`config.mk`:
```
export PLATFORM = sky130hd
export DESIGN_NAME = dmr_obi_cmp
export DESIGN_NICKNAME = d
export VERILOG_FILES = /design/src/rtl/obi_pkg.sv /design/src/rtl/dmr_obi_cmp.sv
export SDC_FILE = /design/constraint.sdc
export NUM_CORES = 1
export LEC_CHECK = 0
export ABC_AREA = 1
export CORE_MARGIN = 2
export CORE_UTILIZATION = 29
export DETAILED_ROUTE_END_ITERATION = 8
export GPL_TIMING_DRIVEN = 0
export PLACE_DENSITY = 0.87
export SYNTH_ARGS = -nofsm -noshare
export SYNTH_HDL_FRONTEND = slang
export SYNTH_SLANG_ARGS = --single-unit
export TNS_END_PERCENT = 50
```
`constraint.sdc`:
```
create_clock -name vclk -period 1.4
set_clock_uncertainty 0.1 [all_clocks]
set_input_delay 0.14 -clock vclk [all_inputs]
set_output_delay 0.14 -clock vclk [all_outputs]
set_load 0.01 [all_outputs]
```
`src/rtl/obi_pkg.sv`:
```
// OBI request/response bundles shared by the lockstep checker and its environment.
package obi_pkg;

    typedef struct packed {
        logic        req;
        logic [31:0] addr;
        logic        we;
        logic [3:0]  be;
        logic [31:0] wdata;
    } obi_req_t;

    typedef struct packed {
        logic        gnt;
        logic        rvalid;
        logic [31:0] rdata;
    } obi_resp_t;

endpackage

```
`src/rtl/dmr_obi_cmp.sv`:
```
// Combinational comparison of the two lockstep requests; flags any divergence.
module dmr_obi_cmp
    import obi_pkg::*;
#(
    parameter bit CMP_WDATA = 1'b1
) (
    input  obi_req_t a_i,
    input  obi_req_t b_i,
    output logic     mismatch_o
);

    always_comb begin
        mismatch_o = (a_i.req != b_i.req);
        if (a_i.req && b_i.req) begin
            if ((a_i.addr != b_i.addr) || (a_i.we != b_i.we) || (a_i.be != b_i.be))
                mismatch_o = 1'b1;
            // wdata only matters on writes; reads carry stale bus values
            if (CMP_WDATA && a_i.we && (a_i.wdata != b_i.wdata))
                mismatch_o = 1'b1;
        end
    end

endmodule

```
* Yosys cells after proc, flatten, opt, wreduce, memory -nomap -nowiden
Index checks and enable logic that the tools add are counted.
Operators by class: multiplexer cells 3, eq/ne operators 5, reductions and logical operators 4
Operator list (number):
- 32-bit inequality test | 2
- 4-bit inequality test | 1
- 1-bit two-way mux | 3
- 1-bit logical AND | 2
- 1-bit logical OR | 2
- 1-bit inequality test | 2
Storage, ports and cells: output and inout bits 1, logic and storage cells 12, input bits 140, flip-flop bits (word level) 0

* Logic depth before layout (Yosys ltp)
Gate-level depths: netlist of the first run.
depth in word-level cells 6, mapped depth 12, mapped depth without buffers 12

* Worst setup path after synthesis of the first run
OpenSTA, ideal clock, no wires.
path kind input to output, from input b_i[53] (netlist bit), to output mismatch_o, buffers on the path 0, stages on the path 9, required time 1.160 ns, data arrival time 0.813 ns, slack 0.347 ns, cells stage by stage xor2_1 -> nor2_1 -> nand2_1 -> nor2_1 -> nand2_1 -> nor2_1 -> nand2_1 -> nand2_1 -> nand2_1
On the way: word-level cells in the longest chain between the ends 6
RTL lines:
- start, declared | line dmr_obi_cmp.sv:8 | input obi_req_t b_i,
- 32-bit inequality test | line dmr_obi_cmp.sv:15 | if ((a_i.addr != b_i.addr) || (a_i.we != b_i.we) || (a_i.be != b_i.be))
- 1-bit logical OR (2 in series) | line dmr_obi_cmp.sv:15
- 1-bit two-way mux | line dmr_obi_cmp.sv:15
- 1-bit two-way mux | line dmr_obi_cmp.sv:18 | if (CMP_WDATA && a_i.we && (a_i.wdata != b_i.wdata))
- 1-bit two-way mux | line dmr_obi_cmp.sv:14 | if (a_i.req && b_i.req) begin
- end, declared | line dmr_obi_cmp.sv:9 | output logic mismatch_o
No other way between the ends.

* Worst setup path after layout of the first run
from input b_i[64] (netlist bit), to output mismatch_o
Same word-level chain as after synthesis.

==> results of run 1 <==
## worst paths after layout
kind    endpoint  cells after the start  slack (ps)     from
max   mismatch_o                     13          20  b_i[64]
min   mismatch_o                      6         600  a_i[36]
## area by class of cell
cell class         count  area (um^2)  share of cell area [%]
repair buffers       141          923                    42.7
well taps             48         60.1                    2.78
inverters             46          173                    7.99
multi-input cells    187         1010                    46.5
## critical path, cell delays in order
cell             delay, ps
clkdlybuf4s15_2        180
nand2_1                 40
inv_1                   50
nor2_1                  40
nor2_1                  80
nand2_1                 70
nor2_2                 110
nand3_2                 80
nor2_2                  70
nand2_1                 50
nand2_1                 50
nand2_1                 50
buf_6                  120
## stage by stage
| stage | instance area, um^2 | hold slack [ps] | total power, W | std cells |
|---|---|---|---|---|
| 2_1_floorplan | 1110 | 379 | 0.000227 | 233 |
| 3_3_place_gp | 2580 | 1340 | 0.000670 | 422 |
| 3_5_place_dp | 2580 | 1360 | 0.000690 | 422 |
| 4_1_cts | 2220 | 630 | 0.000559 | 422 |
| 5_1_grt | 2160 | 681 | 0.000631 | 422 |
| 6_report | 2160 | 597 | 0.000560 | 422 |
## repair_timing
item / in CTS / in global routing
endpoints found under the setup margin: 1 / 1
gates resized for setup: 443 / 59
pin swaps: 147 / 58
hold endpoints to repair: 0 / 0
## logic make-up after synthesis
logic type / Yosys count / synth area share [%]
simple gates: 137 / 47.3
buf+inv: 46 / 15.6
xor+xnor: 41 / 32.4
compound gates: 8 / 3.61
fa+ha+maj: 1 / 1.13
## Yosys cell counts (all sizes together)
cell type / count / area (um^2)
xor2: 13 / 114
o21ai: 8 / 40.0
ha: 1 / 12.5
xnor2: 28 / 245
inv: 46 / 173
nor2: 38 / 150
nand2: 97 / 364
nand3: 2 / 10.0
## power groups by stage
stage	Combinational (W)	Clock (W)	Sequential, W
CTS	0.000559	0	0
finish	0.000560	0	0
floorplan	0.000227	0	0
global route	0.000631	0	0
global placement	0.000670	0	0
detailed placement	0.000690	0	0
## layer usage
layer / track usage (%) / up-vias
met4: 1.56 / 0
met5: 0 / -
met2: 40.4 / 82
met3: 3.92 / 4
met1: 19.3 / 715
li1: - / 947
==> results.json, run 1 <==
{
  "status": "finished clean",
  "die_h_um": 65.8,
  "routabilityCongestion": 0.714,
  "p_sw_w": 0.000225,
  "grt_first_pass_wirelength_mm": 6.82,
  "drv_slew": 0,
  "num_vias": 1748,
  "grt_pass1_vias": 1736,
  "hold_buffers": 0,
  "syn_nets": 374,
  "syn_inst": 233,
  "startpoint_type": "primary input",
  "nNetsFinal": 517,
  "critPathMaxFanout": 2,
  "relSlewSlack_pct": 89.5,
  "top_layer_used": "met4",
  "utilization_pct": 59.1,
  "core-area_um2": 3660,
  "seq_area_um2": 0,
  "hp-class": "primary input to output port",
  "n_sequential_cell": 0,
  "finalSetupTns_ps": 0,
  "dieArea_um2": 4330,
  "period_share_pct": 98.8,
  "worstPathArrival_ps": 1140,
  "rsz0062_at_grt": "true",
  "leakage_nw": 1.31,
  "final_cell_mix": "nand2_1, buf_2, inv_1",
  "cp-end-kind": "output port",
  "worstSetupPathType": "primary input to output port",
  "drive_gt1_share_pct": 39.0,
  "grt_max_degree": 4,
  "drt_iter0_markers": 27,
  "ys_types": 10,
  "diodes": 0,
  "ant_nets": 0,
  "max-vdd-ir-drop_v": 0.000126,
  "syn_avg_cell_area_um2": 4.76,
  "fp.dieW_um": 65.8,
  "start_util_pct": 30.3,
  "std_cell_rows": 22,
  "port_buffers": 141,
  "seq_area_frac_synth_pct": 0,
  "p_int_w": 0.000335,
  "layout_setup_ws_ps": 16.9,
  "fillers": 413,
  "fin_crit_ps": 1380,
  "drc": 0,
  "swShare_pct": 40.3,
  "layout_commonest_cell": "nand2_1",
  "syn_area_um2": 1110,
  "power_density_nw_per_um2": 259,
  "hpwl_mm": 3.88,
  "firstDrtPassIters": 4,
  "yosysWarningCount": 0,
  "wire_per_inst_um": 9.89,
  "pre_cts_slack_ps": -733,
  "clkPwrFrac_pct": 0,
  "p_comb_share_pct": 100.0,
  "post-cts-setup-buffer-count": 0,
  "n_clock_buffer": 0,
  "p_seq_share_pct": 0,
  "routed_wl_mm": 4.18,
  "via_per_inst": 4.14,
  "fmax_mhz": 723,
  "num_io_pins": 141,
  "drv_cap": 0,
  "m1WireLength_mm": 1.42,
  "grt_usage_pct": 19.1,
  "route.met2.wl_mm": 2.27,
  "worst_slew_pin_slew_ps": 156,
  "syn2layout_area_growth_pct": 95.0,
  "routed-wl-met3_um": 451,
  "worstPathRequired_ps": 1160,
  "hold_viol_final": 0,
  "setup_viol": 0,
  "antenna_found_initial": 0,
  "grt-ovfl-total": 0
}
No activity file was read; power rests on OpenSTA's default activity.
==> inputs of run 2 (changes only) <==
--- a/config.mk
+++ b/config.mk
@@ -7,4 +7,5 @@
 export LEC_CHECK = 0
 export ABC_AREA = 1
+export CORE_ASPECT_RATIO = 0.7
 export CORE_MARGIN = 2
 export CORE_UTILIZATION = 29
==> constraint.sdc (replaced) <==
create_clock -name vclk -period 1.4
set_clock_uncertainty 0.1 [all_clocks]
set_input_delay 0.35 -clock vclk [all_inputs]
set_output_delay 0.35 -clock vclk [all_outputs]
set_load 0.01 [all_outputs]
==> run 2 against run 1 <==
Net effect:
- the run now ends with negative setup slack left
- fmax fell by 24%
- global-route usage increased by 0.14 points
- non-clock buffer count grew 1
- combinational power grew 3%
- sequential share of layout area did not move
- critical path depth is 1 lower
==> results.json, run 2 (synthesized netlist as in run 1, its figures left out) <==
{
  "grt_pass1_vias": 1656,
  "n_sequential_cell": 0,
  "drv_slew": 0,
  "std_cell_rows": 18,
  "core-area_um2": 3580,
  "crit_chain": "buf_2 -> xnor2_2 -> nand2_1 -> nor2_1 -> nand2_1 -> nor2_2 -> nand2_1 -> nand2_1 -> nand2_1 -> nand2_2 -> nand2_2 -> buf_6",
  "fmax_mhz": 549,
  "hold-path-endpoint": "mismatch_o",
  "drt_iter0_markers": 26,
  "max-vdd-ir-drop_v": 0.000119,
  "grt_max_degree": 4,
  "critPathMaxFanout": 1,
  "violations": "negative setup slack",
  "nNetsFinal": 518,
  "swShare_pct": 40.8,
  "worstPathArrival_ps": 1370,
  "final_cell_mix": "buf_2, nand2_1, inv_1",
  "finalSetupTns_ps": -422,
  "routabilityCongestion": 0.823,
  "fp.dieW_um": 77.9,
  "rsz0062_at_grt": "true",
  "start_util_pct": 31.0,
  "drv_cap": 0,
  "n_clock_buffer": 0,
  "antenna_found_initial": 0,
  "grt-ovfl-total": 0,
  "slowest_delay_ps": 140,
  "p_sw_w": 0.000235,
  "via_per_inst": 4.08,
  "cp_slowest_cell": "xnor2_2",
  "status": "finished with violations",
  "hp-class": "primary input to output port",
  "drc": 0,
  "p_int_w": 0.000340,
  "syn2layout_area_growth_pct": 95.0,
  "fillers": 377,
  "crit_top_cell": "nand2_1",
  "worstSetupPathType": "primary input to output port",
  "ant_nets": 0,
  "layout_setup_ws_ps": -422,
  "dieArea_um2": 4340,
  "wire_per_inst_um": 10.3,
  "hold_buffers": 0,
  "num_vias": 1733,
  "p_seq_share_pct": 0,
  "setup_viol": 1,
  "period_share_pct": 130,
  "cp-end-kind": "output port",
  "startpoint_type": "primary input",
  "num_io_pins": 141,
  "grt_usage_pct": 19.3,
  "diodes": 0,
  "fin_crit_ps": 1820,
  "power.total_w": 0.000575,
  "hpwl_mm": 3.85,
  "p_comb_share_pct": 100.0,
  "die_h_um": 55.7,
  "worst_slew_pin_slew_ps": 174,
  "hold_depth": 6,
  "hp-start": "a_i[36]",
  "leakage_nw": 1.33,
  "routed_wl_mm": 4.39,
  "clkPwrFrac_pct": 0,
  "relSlewSlack_pct": 88.4,
  "seq_area_um2": 0,
  "port_buffers": 141,
  "worstPathRequired_ps": 950,
  "firstDrtPassIters": 4,
  "grt_first_pass_wirelength_mm": 7.07,
  "hold_viol_final": 0,
  "layout_commonest_cell": "buf_2",
  "drive_gt1_share_pct": 42.7,
  "power_density_nw_per_um2": 266
}
[run 2: final cells by class]
class	count	area (um^2)	area share, %
tap	50	62.6	2.89
timing repair buffer	142	885	40.9
inverter	46	173	7.99
multi-input combinational	187	1040	48.2
[run 2: power by group through the flow]
stage	registers [W]	logic (W)	clock network, W
floorplan	0	0.000229	0
global route	0	0.000644	0
CTS	0	0.000556	0
global placement	0	0.000670	0
detailed placement	0	0.000689	0
finish	0	0.000575	0
[run 2: repair_timing]
action                                  4_1_cts  5_1_grt
pin swaps                                   152       55
resized for setup                           490       45
buffers inserted                              1        0
endpoints found under the setup margin        1        1
endpoints found under the hold margin         0        0
[run 2: worst max path at each step]
stage	from	endpoint	cells past startpoint
after CTS	a_i[10]	mismatch_o	12
after global routing	b_i[21]	mismatch_o	14
final	a_i[6]	mismatch_o	12
after floorplan	b_i[53]	mismatch_o	9
after global placement	b_i[63]	mismatch_o	13
after detailed placement	a_i[10]	mismatch_o	12
[run 2: routing by layer]
metal / share of wire [%] / global-route usage (%) / up-vias
met5: 0 / 0 / -
met2: 52 / 39.2 / 60
met1: 42 / 22.6 / 722
li1: - / - / 949
met3: 6.2 / 2.11 / 2
met4: 0.30 / 0.501 / 0
[run 2: metrics by stage]
| stage | area [um^2] | worst slack (ps) | util, % | hold slack [ps] | instances |
|---|---|---|---|---|---|
| floorplan | 1110 | -69.2 | - | 794 | 233 |
| global placement | 2580 | -1100 | 72.2 | 1730 | 424 |
| detailed placement | 2580 | -1140 | 72.2 | 1750 | 424 |
| CTS | 2150 | -445 | 60.0 | 1020 | 425 |
| global route | 2160 | -544 | 60.4 | 1080 | 425 |
| finish | 2160 | -422 | 60.4 | 1020 | 425 |
[run 2: worst max-delay path: cells and delay by family]
family / cells / cell delay [ps]
AND/OR/NAND/NOR: 9 / 660
buffers and inverters: 2 / 230
XOR/XNOR: 1 / 140
